`config.mk`:
```
export PLATFORM = sky130hd
export DESIGN_NAME = writeback_stage
export DESIGN_NICKNAME = d
export VERILOG_FILES = /design/src/rtl/wb_pkg.sv /design/src/rtl/load_extend.sv /design/src/rtl/writeback_stage.sv
export SDC_FILE = /design/constraint.sdc
export NUM_CORES = 1
export LEC_CHECK = 0
export ABC_AREA = 1
export CORE_UTILIZATION = 41
export DETAILED_ROUTE_END_ITERATION = 10
export GPL_ROUTABILITY_DRIVEN = 0
export PLACE_DENSITY = 0.84
export SYNTH_ARGS = -nofsm -noshare
export SYNTH_HDL_FRONTEND = slang
export SYNTH_HIERARCHICAL = 1
export SYNTH_SLANG_ARGS = --single-unit
```
`constraint.sdc`:
```
create_clock -name clk -period 2.5 [get_ports clk]
set_input_delay 0.5 -clock clk [delete_from_list [all_inputs] [get_ports clk]]
set_output_delay 0.5 -clock clk [all_outputs]
set_load 0.01 [all_outputs]
```
`src/rtl/wb_pkg.sv`:
```
// Shared encodings for the writeback stage: source select, load funct3 codes, FSM states.
package wb_pkg;

  // Write-data source select
  localparam logic [1:0] WB_ALU = 2'd0;
  localparam logic [1:0] WB_MEM = 2'd1;
  localparam logic [1:0] WB_PC  = 2'd2;
  localparam logic [1:0] WB_IMM = 2'd3;

  // RISC-V load funct3 codes
  localparam logic [2:0] F3_LB  = 3'b000;
  localparam logic [2:0] F3_LH  = 3'b001;
  localparam logic [2:0] F3_LW  = 3'b010;
  localparam logic [2:0] F3_LBU = 3'b100;
  localparam logic [2:0] F3_LHU = 3'b101;

  typedef enum logic [0:0] {
    StIdle,
    StWaitMem
  } wb_state_e;

endpackage

```
`src/rtl/load_extend.sv`:
```
// Combinational load lane select and sign/zero extension.
module load_extend
  import wb_pkg::*;
#(
  parameter int unsigned XLEN = 32
) (
  input  logic [2:0]      funct3,
  input  logic [1:0]      offset,
  input  logic [XLEN-1:0] word,
  output logic [XLEN-1:0] result
);

  logic [7:0]  lane_b;
  logic [15:0] lane_h;

  // Pick the addressed byte and half; half ignores offset[0] (no misalignment check here)
  always_comb begin
    lane_b = word[7:0];
    unique case (offset)
      2'd0: lane_b = word[7:0];
      2'd1: lane_b = word[15:8];
      2'd2: lane_b = word[23:16];
      2'd3: lane_b = word[31:24];
      default: lane_b = word[7:0];
    endcase
    lane_h = offset[1] ? word[31:16] : word[15:0];
  end

  // Extend according to load type; undefined codes pass the whole word
  always_comb begin
    result = word;
    case (funct3)
      F3_LB:   result = {{(XLEN-8){lane_b[7]}}, lane_b};
      F3_LBU:  result = {{(XLEN-8){1'b0}}, lane_b};
      F3_LH:   result = {{(XLEN-16){lane_h[15]}}, lane_h};
      F3_LHU:  result = {{(XLEN-16){1'b0}}, lane_h};
      F3_LW:   result = word;
      default: result = word;
    endcase
  end

endmodule

```
`src/rtl/writeback_stage.sv`:
```
// Writeback stage: selects register-file write data, waits for late load data,
// and issues a registered one-cycle write strobe.
module writeback_stage
  import wb_pkg::*;
#(
  parameter int unsigned XLEN    = 32,
  parameter int unsigned PC_W    = 10,
  parameter int unsigned PC_STEP = 1,
  parameter int unsigned RA_W    = 5
) (
  input  logic            clk,
  input  logic            rst,
  input  logic            in_valid,
  output logic            in_ready,
  input  logic [1:0]      wb_sel,
  input  logic [2:0]      funct3,
  input  logic [XLEN-1:0] alu_result,
  input  logic [XLEN-1:0] mem_rdata,
  input  logic            mem_rvalid,
  input  logic [PC_W-1:0] pc,
  input  logic [XLEN-1:0] imm,
  input  logic [RA_W-1:0] rd,
  input  logic            reg_write,
  output logic [XLEN-1:0] rd_wdata,
  output logic [RA_W-1:0] rd_addr,
  output logic            rd_we,
  output logic            busy
);

  wb_state_e       state_q, state_d;
  logic [2:0]      f3_q, f3_d;
  logic [1:0]      off_q, off_d;
  logic [RA_W-1:0] rd_q, rd_d;
  logic            rw_q, rw_d;
  logic [XLEN-1:0] wdata_q, wdata_d;
  logic [RA_W-1:0] addr_q, addr_d;
  logic            we_q, we_d;

  logic [2:0]      ext_f3;
  logic [1:0]      ext_off;
  logic [XLEN-1:0] ext_data;
  logic [XLEN-1:0] pc_link;

  // In WAIT_MEM the extender must use the captured context, not the live inputs
  always_comb begin
    ext_f3  = (state_q == StWaitMem) ? f3_q  : funct3;
    ext_off = (state_q == StWaitMem) ? off_q : alu_result[1:0];
  end

  load_extend #(
    .XLEN(XLEN)
  ) u_load_extend (
    .funct3(ext_f3),
    .offset(ext_off),
    .word  (mem_rdata),
    .result(ext_data)
  );

  assign pc_link  = XLEN'(pc) + XLEN'(PC_STEP);
  assign in_ready = (state_q == StIdle);
  assign busy     = (state_q == StWaitMem);
  assign rd_wdata = wdata_q;
  assign rd_addr  = addr_q;
  assign rd_we    = we_q;

  // Next-state, captured load context and registered write-port values
  always_comb begin
    state_d = state_q;
    f3_d    = f3_q;
    off_d   = off_q;
    rd_d    = rd_q;
    rw_d    = rw_q;
    wdata_d = wdata_q;
    addr_d  = addr_q;
    we_d    = 1'b0;
    unique case (state_q)
      StIdle: begin
        if (in_valid) begin
          if (wb_sel == WB_MEM && !mem_rvalid) begin
            f3_d    = funct3;
            off_d   = alu_result[1:0];
            rd_d    = rd;
            rw_d    = reg_write;
            state_d = StWaitMem;
          end else begin
            unique case (wb_sel)
              WB_ALU:  wdata_d = alu_result;
              WB_MEM:  wdata_d = ext_data;
              WB_PC:   wdata_d = pc_link;
              WB_IMM:  wdata_d = imm;
              default: wdata_d = alu_result;
            endcase
            addr_d = rd;
            we_d   = reg_write && (rd != '0);
          end
        end
      end
      StWaitMem: begin
        if (mem_rvalid) begin
          wdata_d = ext_data;
          addr_d  = rd_q;
          we_d    = rw_q && (rd_q != '0);
          state_d = StIdle;
        end
      end
      default: state_d = StIdle;
    endcase
  end

  // State and output registers; reset drops any pending load
  always_ff @(posedge clk or posedge rst) begin
    if (rst) begin
      state_q <= StIdle;
      f3_q    <= '0;
      off_q   <= '0;
      rd_q    <= '0;
      rw_q    <= 1'b0;
      wdata_q <= '0;
      addr_q  <= '0;
      we_q    <= 1'b0;
    end else begin
      state_q <= state_d;
      f3_q    <= f3_d;
      off_q   <= off_d;
      rd_q    <= rd_d;
      rw_q    <= rw_d;
      wdata_q <= wdata_d;
      addr_q  <= addr_d;
      we_q    <= we_d;
    end
  end

endmodule

```
[Word-level counts from Yosys, hierarchy flattened]
Cells that the tools add are included.
Cells by class
  add/sub/neg operators: 1
  eq/ne operators: 12
  muxes and demuxes: 22
  bitwise logic cells: 1
  reduce and logical (&&, ||, !) cells: 11
Operators with widths (count)
  32-bit one-hot mux with 4 select lines: 2
  32-bit two-way mux: 3
  32-bit one-hot mux with 2 select lines: 1
  8-bit one-hot mux with 4 select lines: 1
  16-bit two-way mux: 1
  5-bit two-way mux: 3
  10-bit by 1-bit adder with 11-bit output (second input constant): 1
  5-bit one-hot mux with 2 select lines: 1
  5-bit nonzero test: 2
  2-bit == test (second input constant): 4
  3-bit == test (second input constant): 2
  1-bit two-way mux: 6
  2-bit != test (second input constant): 3
  3-bit AND reduction: 2
  2-bit by 1-bit == test with 1-bit output (second input constant): 2
  2-bit zero test: 2
  1-bit one-hot mux with 2 select lines: 2
  3-bit by 1-bit == test with 1-bit output (second input constant): 1
  1-bit logical AND: 3
  3-bit zero test: 1
  3-bit two-way mux: 1
  2-bit two-way mux: 1
  1-bit zero test: 1
  1-bit NOT: 1
Word-level totals
  flip-flop bits (word level): 50
  bits of input ports: 121
  output and inout bits: 40
  logic and storage cells: 55

[Longest topological paths before layout]
Gate-level depths: netlist (run 1).
  depth after elaboration: 8
  mapped depth: 19

[By module]
Netlist (run 1), hierarchy kept.
Modules (own cells, without submodules)
  writeback_stage: times used 1, cells each 465, area each 3228.1 um2, seq. area each 1251.2 um2
  load_extend: times used 1, cells each 170, area each 923.4 um2, seq. area each 0.0 um2

[Least setup slack after synthesis (run 1)]
OpenSTA, ideal clock, no wires.
  kind: register to register
  start point: reg state_q (netlist: busy)
  end point: reg wdata_q[10] (netlist: rd_wdata[10])
  data arrival time: 2.341 ns
  setup slack: 0.086 ns
  cell stages (with the launch flop): 12
  path buffers: 2
  period minus slack after synthesis: 2.414 ns
  cell sequence: dfrtp_1 -> buf_4 -> clkbuf_1 -> o21ai_0 -> inv_1 -> nor2_2 -> o21ai_0 -> nand3_2 -> o21ai_0 -> o21ai_0 -> o21ai_0 -> a21oi_2
RTL lines
  start: declaration: line writeback_stage.sv:30  | wb_state_e state_q, state_d;
  start signal: assignment: line writeback_stage.sv:113  | state_q <= StIdle;
  start signal: assignment: line writeback_stage.sv:122  | state_q <= state_d;
  3-bit two-way mux (*): line writeback_stage.sv:46  | ext_f3 = (state_q == StWaitMem) ? f3_q : funct3;
  named net ext_f3[2]: line writeback_stage.sv:39  | logic [2:0] ext_f3;
  3-bit == test, or another cell as far along: line load_extend.sv:32  | case (funct3)
  32-bit one-hot mux with 4 select lines (*): line load_extend.sv:32
  named net ext_data[10]: line writeback_stage.sv:41  | logic [XLEN-1:0] ext_data;
  32-bit one-hot mux with 4 select lines: line writeback_stage.sv:86  | unique case (wb_sel)
  32-bit two-way mux: line writeback_stage.sv:79  | if (wb_sel == WB_MEM && !mem_rvalid) begin
  32-bit two-way mux: line writeback_stage.sv:78  | if (in_valid) begin
  32-bit one-hot mux with 2 select lines (*): line writeback_stage.sv:76  | unique case (state_q)
  end signal: assignment: line writeback_stage.sv:127  | wdata_q <= wdata_d;
  end: declaration: line writeback_stage.sv:35  | logic [XLEN-1:0] wdata_q, wdata_d;
Mark *: on every way through the listed nets, which the timed path passes. The rest lies on a longest branch. The select of a mux whose other input is x is not followed.
A chain may end at the register's enable or synchronous reset.

[Worst setup path in the final report (run 1)]
  start point: reg state_q (netlist: busy)
  end point: out busy
RTL lines
  end: declaration: line writeback_stage.sv:27  | output logic busy
No word-level cell between the ends.

==> results.md, run 1 <==
CTS:
- The total of hold buffers inserted after clock tree synthesis is 0.
- The number of clock sinks is 50.
- No sink is reached through more buffers than the 2 on the longest clock path.
- TritonCTS built the clock tree.
- The register clock-pin slew on the reported worst setup and hold paths is 0.11 ns.
- In this run the number of H-tree levels came out at 2.
- The number of CTS-inserted buffers is 5.
- The clock tree root buffer cell is sky130_fd_sc_hd__clkbuf_8.
- The count of cells resized by post-cts repair is 0.
- The clock latency at the later pin of the worst-skew pair is 0.32 ns.
- The number of setup buffers added after CTS is 0.

Timing:
- Setup violations remaining at the end of the flow were counted as 0.
- The fraction of the cycle the final worst path needs is 95.27%.
- Hold timing on the final database bottoms out at a slack of 0.4998 ns.
- The slew of the pin with the lowest slew margin is 0.5125 ns.
- The smallest setup slack after layout is 0.1183 ns.
- For the finished layout, the period the worst path requires is 2.382 ns.
- The number of slew-limit violations in the final report came to 0.
- The number of hold violations in the final report is 0.
- The maximum operating frequency is 419.9 MHz.
- Setup repair after global routing left no endpoint under its margin.
- For the final database, setup skew stands at 0.01096 ns.
- Headroom to the max-slew limit came out at 65.78%.
- Summed over all failing endpoints, the final setup total negative slack is 0 ns.

Placement:
- The cell count after placement is 923.
- The count of buffers from port buffering is 160.
- At the placement stage, the worst setup path has a slack of -0.06166 ns.
- The half-perimeter wire length of the detailed placement result is 11.10 mm.
- In this run the cell area measured after placement is 5893 um^2.

Final layout:
- The synthesis-to-finish area growth is 44.30%.
- The final core utilization is 61.29%.
- After the last flow step, the layout net total stands at 919.
- The fraction of final layout cells sized beyond drive strength 1 is 11.40%.
- The non-filler instance count after layout is 931.
- The total of fill cells in the finished design is 923.
- The number of inserted diodes is 0.
- Once layout is done, the placed cells without fillers occupy 5991 um^2.

Detailed routing:
- In the routed layout, each cell is associated on average with a via count of 5.332.
- The total number of vias is 4964.
- Dividing the detail-routed wire length by the instance count gives 15.11 um.
- The residual DRC count is 0.
- After the first detailed-routing iteration, the DRC count stood at 261.
- Before antenna repair, the detailed router went through 5 iterations.
- In this run the remaining antenna-violating nets after routing total 0.
- The sum of routed wire length over all layers is 14.07 mm.

Synthesis:
- The post-synthesis sequential area ratio is 30.14%.
- The biggest area contributor in the post-synthesis netlist is sky130_fd_sc_hd__dfrtp_1.
- The arithmetic-cell share of the synthesized area counting full adders, half adders and majority gates is 0.3014%.
- The prevailing post-synth register cell is sky130_fd_sc_hd__dfrtp_1.
- The number of nets handed over by synthesis was 757.
- The share of synthesized registers carrying an async set or reset is 100.0%.
- The count of distinct cell types in the synthesized netlist is 39.
- The mapped netlist covers 4151 um^2.
- Of the total synthesized cell area, the portion taken by XOR and XNOR cells is 0%.
- The instance count of the mapped netlist is 635.
- The total number of yosys warnings is 6.
- The average cell area after synthesis is 6.538 um^2.
- Summing the areas of all compound-gate instances in the mapped netlist gives 17.72% of the synthesized area.
- Summing the areas of all and, or, nand and nor instances in the mapped netlist gives 39.03% of the synthesized area.
- After synthesis, the largest family of logic cells by area is simple AND/OR/NAND/NOR gates.
- By area the synthesized netlist is led by sky130_fd_sc_hd__dfrtp_1, sky130_fd_sc_hd__nand2_1, sky130_fd_sc_hd__o21ai_0, sky130_fd_sc_hd__nor2_1, sky130_fd_sc_hd__nand3_1.
- The number of synthesized flops with an enable pin is 0.
- The register bit count reported by yosys is 50.
- The mux contribution to synthesized area is 0.7233%.
- The synthesized design devotes to its leading area cell type 30.14% of total area.

Floorplanning:
- For this configuration, the core starts out at a cell density of 42.47%.
- 161 I/O pins were placed.
- After floorplanning, the core was sized to cover 9774 um^2.
- The die covers 10530 um^2.
- The number of placement rows is 36.
- The vertical die dimension is 102.6 um.
- The horizontal die dimension is 102.6 um.

GRT:
- The initial antenna violation count was 0.
- The largest net degree at the start of global routing is 38.
- The met3 global-route usage is 4.949%.
- The number of global-route vias before repair is 4695.
- The first-pass GRT wire length is 22.08 mm.
- In the global route stage, met1 resource usage came out at 32.95%.
- Global routing used 47.08% of the available met2 tracks.
- The overall overflow remaining after global route is 0.
- Across every metal layer, demand over resource in global routing totals 26.83%.
- The global routing stage identified its most utilized layer as met2.

Power and ir drop:
- The worst-case IR drop observed on VDD is 0.3633 mV.
- The leakage power summed over all cells is 2.823 nW.
- The post-layout total power is 2.740 mW.
- The power per standard cell area is 457.4 nW/um^2.

Critical path:
- The arrival time of data at the critical path endpoint is 1.88 ns.
- The required time of the critical path is 2.00 ns.
- The critical path startpoint category is a register.
- STA classifies the critical path endpoint as a primary output.
- The highest net fanout along the worst path is 19.
- By startpoint and endpoint, the worst setup path is classified as register to primary output.

Min path:
- The class of the tightest hold or removal check is register to register.

Run status:
- The flow ran to the end, and the final reports show no timing, DRC or antenna violations.

Flow run:
- The count of max-cap constraint violations is 0.
[cells in the mapped netlist (3+ instances only)]
library cell               count
sky130_fd_sc_hd__a21oi_1      31
sky130_fd_sc_hd__inv_2         4
sky130_fd_sc_hd__clkbuf_1      7
sky130_fd_sc_hd__nor2_2        5
sky130_fd_sc_hd__a21oi_2      11
sky130_fd_sc_hd__o22ai_1      27
sky130_fd_sc_hd__nor3_1        3
sky130_fd_sc_hd__buf_6        11
sky130_fd_sc_hd__inv_1        49
sky130_fd_sc_hd__o21bai_1      3
sky130_fd_sc_hd__nor2_4        5
sky130_fd_sc_hd__nand2_1     231
sky130_fd_sc_hd__nand3_2       7
sky130_fd_sc_hd__buf_4         8
sky130_fd_sc_hd__o21ai_0      45
sky130_fd_sc_hd__nand3_1      40
sky130_fd_sc_hd__or2_2         4
sky130_fd_sc_hd__a31oi_1       4
sky130_fd_sc_hd__dfrtp_1      50
sky130_fd_sc_hd__nor2_1       58
sky130_fd_sc_hd__buf_2         6
[power breakdown]
group	internal, mW	leakage [nW]	switching, mW
clock network	0.210	0.0506	0.318
logic	0.602	2.18	0.571
registers	0.948	0.595	0.0911
[layout make-up]
cell class                      count  area, um^2  area share [%]
Clock buffer                        5       68.82           1.149
Clock inverter                      3       28.78          0.4804
Inverter                           55       214.0           3.571
Multi-Input combinational cell    494        2402           40.10
Sequential cell                    50        1251           20.89
Tap cell                          133       166.4           2.778
Timing Repair Buffer              191        1859           31.04
[path summary, 6_finish.rpt]
check                                    start                        to  slack [ns]  depth (start not counted)
max reg2reg                     busy$_DFF_PP0_   rd_wdata[9]$_DFFE_PP0P_        0.28                         12
min in group asynchronous                  rst   rd_wdata[2]$_DFFE_PP0P_        0.54                          2
max in group asynchronous                  rst  rd_wdata[16]$_DFFE_PP0P_        1.35                          3
max                             busy$_DFF_PP0_                      busy        0.12                          2
min                        f3_q[0]$_DFFE_PP0P_       f3_q[0]$_DFFE_PP0P_        0.50                          2
min reg2reg                f3_q[0]$_DFFE_PP0P_       f3_q[0]$_DFFE_PP0P_        0.50                          2
[critical path: stages, from the launching register on]
cell	delay (ns)
sky130_fd_sc_hd__dfrtp_1	0.59
sky130_fd_sc_hd__buf_4	0.36
sky130_fd_sc_hd__clkdlybuf4s50_1	0.60
[state kept, by name (all words and copies together) (netlist names)]
signal / count
rd_wdata: 32
rd_q: 5
rd_addr: 5
f3_q: 3
rd_we: 1
rw_q: 1
busy: 1
off_q: 2
[metal layers]
metal  up-vias  part of all wire, %  wire, um
li1       2375                    -         -
met1      2270                   40      5628
met2       283                   47      6664
met3        36                  9.9      1389
met4         0                  2.7       385
met5         -                    0         0
[cells by family after synthesis]
| logic type | after synthesis |
|---|---|
| and+or+nand+nor | 365 |
| AOI/OAI and AO/OA | 126 |
| buffers and inverters | 91 |
| DFF | 50 |
| muxes | 2 |
| adders and majority gates | 1 |
[cell usage in the layout, fill, tap and decap left out, types with 3 or more instances in the layout]
cell,netlist,layout
sky130_fd_sc_hd__nand2_1,231,231
sky130_fd_sc_hd__o21bai_1,3,3
sky130_fd_sc_hd__nand3_2,7,7
sky130_fd_sc_hd__nor2_4,5,5
sky130_fd_sc_hd__dfrtp_1,50,50
sky130_fd_sc_hd__nor2_1,58,58
sky130_fd_sc_hd__inv_1,49,48
sky130_fd_sc_hd__nand3_1,40,40
sky130_fd_sc_hd__or2_2,4,4
sky130_fd_sc_hd__a21oi_1,31,31
sky130_fd_sc_hd__a21oi_2,11,11
sky130_fd_sc_hd__o21ai_0,45,43
sky130_fd_sc_hd__clkdlybuf4s50_1,0,160
sky130_fd_sc_hd__buf_4,8,29
sky130_fd_sc_hd__nor2_2,5,5
sky130_fd_sc_hd__clkbuf_8,0,5
sky130_fd_sc_hd__inv_2,4,5
sky130_fd_sc_hd__a31oi_1,4,4
sky130_fd_sc_hd__o22ai_1,27,27
sky130_fd_sc_hd__nor3_1,3,3
No activity file was read; power rests on OpenSTA's default activity.
==> run 2, diff against run 1 <==
--- a/config.mk
+++ b/config.mk
@@ -9,7 +9,9 @@
 export CORE_UTILIZATION = 41
 export DETAILED_ROUTE_END_ITERATION = 10
 export GPL_ROUTABILITY_DRIVEN = 0
+export GPL_TIMING_DRIVEN = 0
 export PLACE_DENSITY = 0.84
+export REMOVE_ABC_BUFFERS = 1
 export SYNTH_ARGS = -nofsm -noshare
 export SYNTH_HDL_FRONTEND = slang
 export SYNTH_HIERARCHICAL = 1
==> results.md, run 2 (same netlist as run 1, synthesis figures left out) <==
Run status:
- The flow ran to the end, and the final reports show no timing, DRC or antenna violations.

Critical path:
- The required time of the critical path is 2.72 ns.
- The start-to-end type of the worst setup path is input port to register.
- Of all nets on the critical path, the largest fanout is 11.
- The critical path startpoint category is an input port.
- STA classifies the critical path endpoint as a register.
- The arrival time of data at the critical path endpoint is 2.66 ns.

GRT:
- The global-route usage over all layers is 27.08%.
- The met2 track demand over resource is 47.08%.
- The first-pass GRT wire length is 21.67 mm.
- The number of global-route vias before repair was 4446.
- The overall overflow remaining after global route is 0.
- The met3 global-route usage is 5.763%.
- The largest net degree at the start of global routing is 35.
- After global routing, the most crowded layer is met2.
- Global routing used 31.89% of the available met1 tracks.
- The initial antenna violation count is 0.

Final layout:
- Leaving out fill and tap cells, the most frequent cell in the layout is sky130_fd_sc_hd__nand2_1.
- The finished layout holds 915 standard cells, fillers aside.
- The fraction of final layout cells sized beyond drive strength 1 is 10.49%.
- The filler cells instantiated in the layout total 878.
- In the layout the commonest cells are sky130_fd_sc_hd__nand2_1, sky130_fd_sc_hd__clkdlybuf4s50_1, sky130_fd_sc_hd__nor2_1.
- The total number of nets in the final design is 903.
- The register with the most flip-flops in the layout has 32 of them.
- The synthesis-to-finish area growth is 44.06%.
- The number of antenna diodes in the final layout is 0.

Timing:
- Setup violations remaining at the end of the flow were counted as 0.
- Between clock sinks in the finished design, the worst skew comes to 0.01271 ns.
- The worst path uses 97.84% of the clock period.
- In the post-route analysis, the smallest setup slack over all paths is 0.05389 ns.
- Setup repair after global routing could not meet its margin everywhere.
- The number of slew-limit violations in the final report is 0.
- The number of hold violations in the final report is 0.
- The relative slew slack is 48.90%.
- At the pin with the least slew margin, the transition time is 0.7646 ns.
- The maximum operating frequency is 408.8 MHz.
- The final setup TNS is 0 ns.
- For the finished layout, the period the worst path requires is 2.446 ns.

Flow run:
- The count of max-cap constraint violations is 0.

Floorplanning:
- The vertical die dimension is 102.6 um.
- In this run the core area contains 36 standard-cell rows.
- The die is 102.6 um wide.
- The die covers 10530 um^2.
- The area of the core region is 9774 um^2.
- Once the floorplan was initialized, standard cells occupied 42.47% of the core.
- The top-level I/O count is 161.

Placement:
- Buffers placed on the I/O ports in this run total 160.
- Timing analysis after detailed placement gives a worst setup slack of -0.9027 ns.
- After detailed placement, the design holds a cell count of 896.
- The HPWL after detailed placement is 9.655 mm.

Detailed routing:
- The iteration-0 DRC count of the detailed router is 183.
- The number of detailed-routing iterations run before antenna repair is 5.
- The total number of vias is 4766.
- The residual DRC count is 0.
- The via count normalized by instance count is 5.209.
- Summed over all layers, the routed wires come to 14.35 mm.
- Dividing the detail-routed wire length by the instance count gives 15.69 um.
- The residual antenna-violating net count after detailed routing is 0.

Power and ir drop:
- Combinational logic is responsible for 41.4% of the overall power.
- Of the total power, registers draw 36.9%.
- For this design the ratio of total power to cell area is 468.6 nW/um^2.
- Summed over all nets, the switching power comes to 0.9683 mW.
- In this run switching power makes up 34.56% of total power.
- VDD sags by at most 0.3154 mV.
- The internal power contribution is 1.834 mW.
- The clock network burns 21.7% of the power.
- The leakage power summed over all cells is 2.785 nW.

CTS:
- The number of clock sinks is 50.
- The register clock-pin slew on the reported worst setup and hold paths is 0.11 ns.
- In this run the deepest clock path goes through 2 buffers.
- In this run the number of H-tree levels came out at 2.
- The TritonCTS clock tree is done.
- The tree is rooted in a sky130_fd_sc_hd__clkbuf_8.
- The number of CTS-inserted buffers is 5.
- The clock latency at the later pin of the worst-skew pair is 0.32 ns.

Min path:
- The min-delay analysis places its worst path in the category input port to async pin.
run 2: layout make-up:
class / count / area, um^2 / area share (%)
Clock inverter: 3 / 47.55 / 0.7950
Tap cell: 133 / 166.4 / 2.782
Multi-Input combinational cell: 497 / 2477 / 41.42
Inverter: 55 / 217.7 / 3.640
Timing Repair Buffer: 172 / 1748 / 29.23
Sequential cell: 50 / 1255 / 20.98
Clock buffer: 5 / 68.82 / 1.151
run 2: power groups by stage:
stage	Combinational, mW	Clock [mW]	Sequential [mW]
after floorplan	0.489	0	1.09
after global placement	1.07	0	1.04
after detailed placement	1.10	0	1.05
after CTS	1.14	0.628	1.03
after global routing	1.27	0.653	1.05
final	1.16	0.609	1.03
run 2: worst paths after layout:
kind / from / endpoint / slack [ns] / depth (start not counted)
max reg2reg: busy$_DFF_PP0_ / rd_wdata[10]$_DFFE_PP0P_ / 0.14 / 10
max in group asynchronous: rst / busy$_DFF_PP0_ / 1.49 / 3
max: funct3[1] / rd_wdata[10]$_DFFE_PP0P_ / 0.05 / 12
min: rst / rd_wdata[23]$_DFFE_PP0P_ / 0.49 / 2
min reg2reg: rd_wdata[7]$_DFFE_PP0P_ / rd_wdata[7]$_DFFE_PP0P_ / 0.49 / 2
min in group clk: rd_wdata[7]$_DFFE_PP0P_ / rd_wdata[7]$_DFFE_PP0P_ / 0.49 / 2
run 2: per-layer routing:
layer  routed length (um)  vias to the layer above  part of all wire [%]
met4                  436                        0                   3.0
met2                 6852                      235                    48
met5                    0                        -                     0
met1                 5947                     2140                    41
met3                 1115                       38                   7.8
li1                     -                     2353                     -
run 2: what timing repair did:
action	4_1_cts	5_1_grt
setup endpoints to repair	38	35
pin swaps	4	2
cloned	2	1
gates resized for setup	9	8
buffers inserted	3	5
hold buffers	0	0
run 2: per-stage QoR:
step	util (%)	instance area, um^2	power, mW	hold WS (ns)
2_1_floorplan	-	3864	1.579	0.4529
3_3_place_gp	57.62	5632	2.114	0.4664
3_5_place_dp	58.22	5690	2.154	0.4716
4_1_cts	60.52	5916	2.801	0.4864
5_1_grt	61.19	5981	2.973	0.5146
6_report	61.19	5981	2.802	0.4881
run 2: critical path, cell delays in order:
cell and delay (ns):
sky130_fd_sc_hd__clkdlybuf4s50_1 0.49, sky130_fd_sc_hd__inv_1 0.08, sky130_fd_sc_hd__o21ai_4 0.29, sky130_fd_sc_hd__inv_6 0.12, sky130_fd_sc_hd__nand2_4 0.18, sky130_fd_sc_hd__nor2_2 0.11, sky130_fd_sc_hd__o21ai_0 0.25, sky130_fd_sc_hd__nand3_2 0.17
sky130_fd_sc_hd__o21ai_0 0.19, sky130_fd_sc_hd__o21ai_0 0.10, sky130_fd_sc_hd__o21ai_0 0.10, sky130_fd_sc_hd__a21oi_2 0.07
==> run 3, diff against run 2 <==
--- a/config.mk
+++ b/config.mk
@@ -10,6 +10,7 @@
 export DETAILED_ROUTE_END_ITERATION = 10
 export GPL_ROUTABILITY_DRIVEN = 0
 export GPL_TIMING_DRIVEN = 0
+export HOLD_SLACK_MARGIN = 0.08
 export PLACE_DENSITY = 0.84
 export REMOVE_ABC_BUFFERS = 1
 export SYNTH_ARGS = -nofsm -noshare
==> results of run 3 <==
The final DEF is identical to that of run 2; final timing and power are the same.
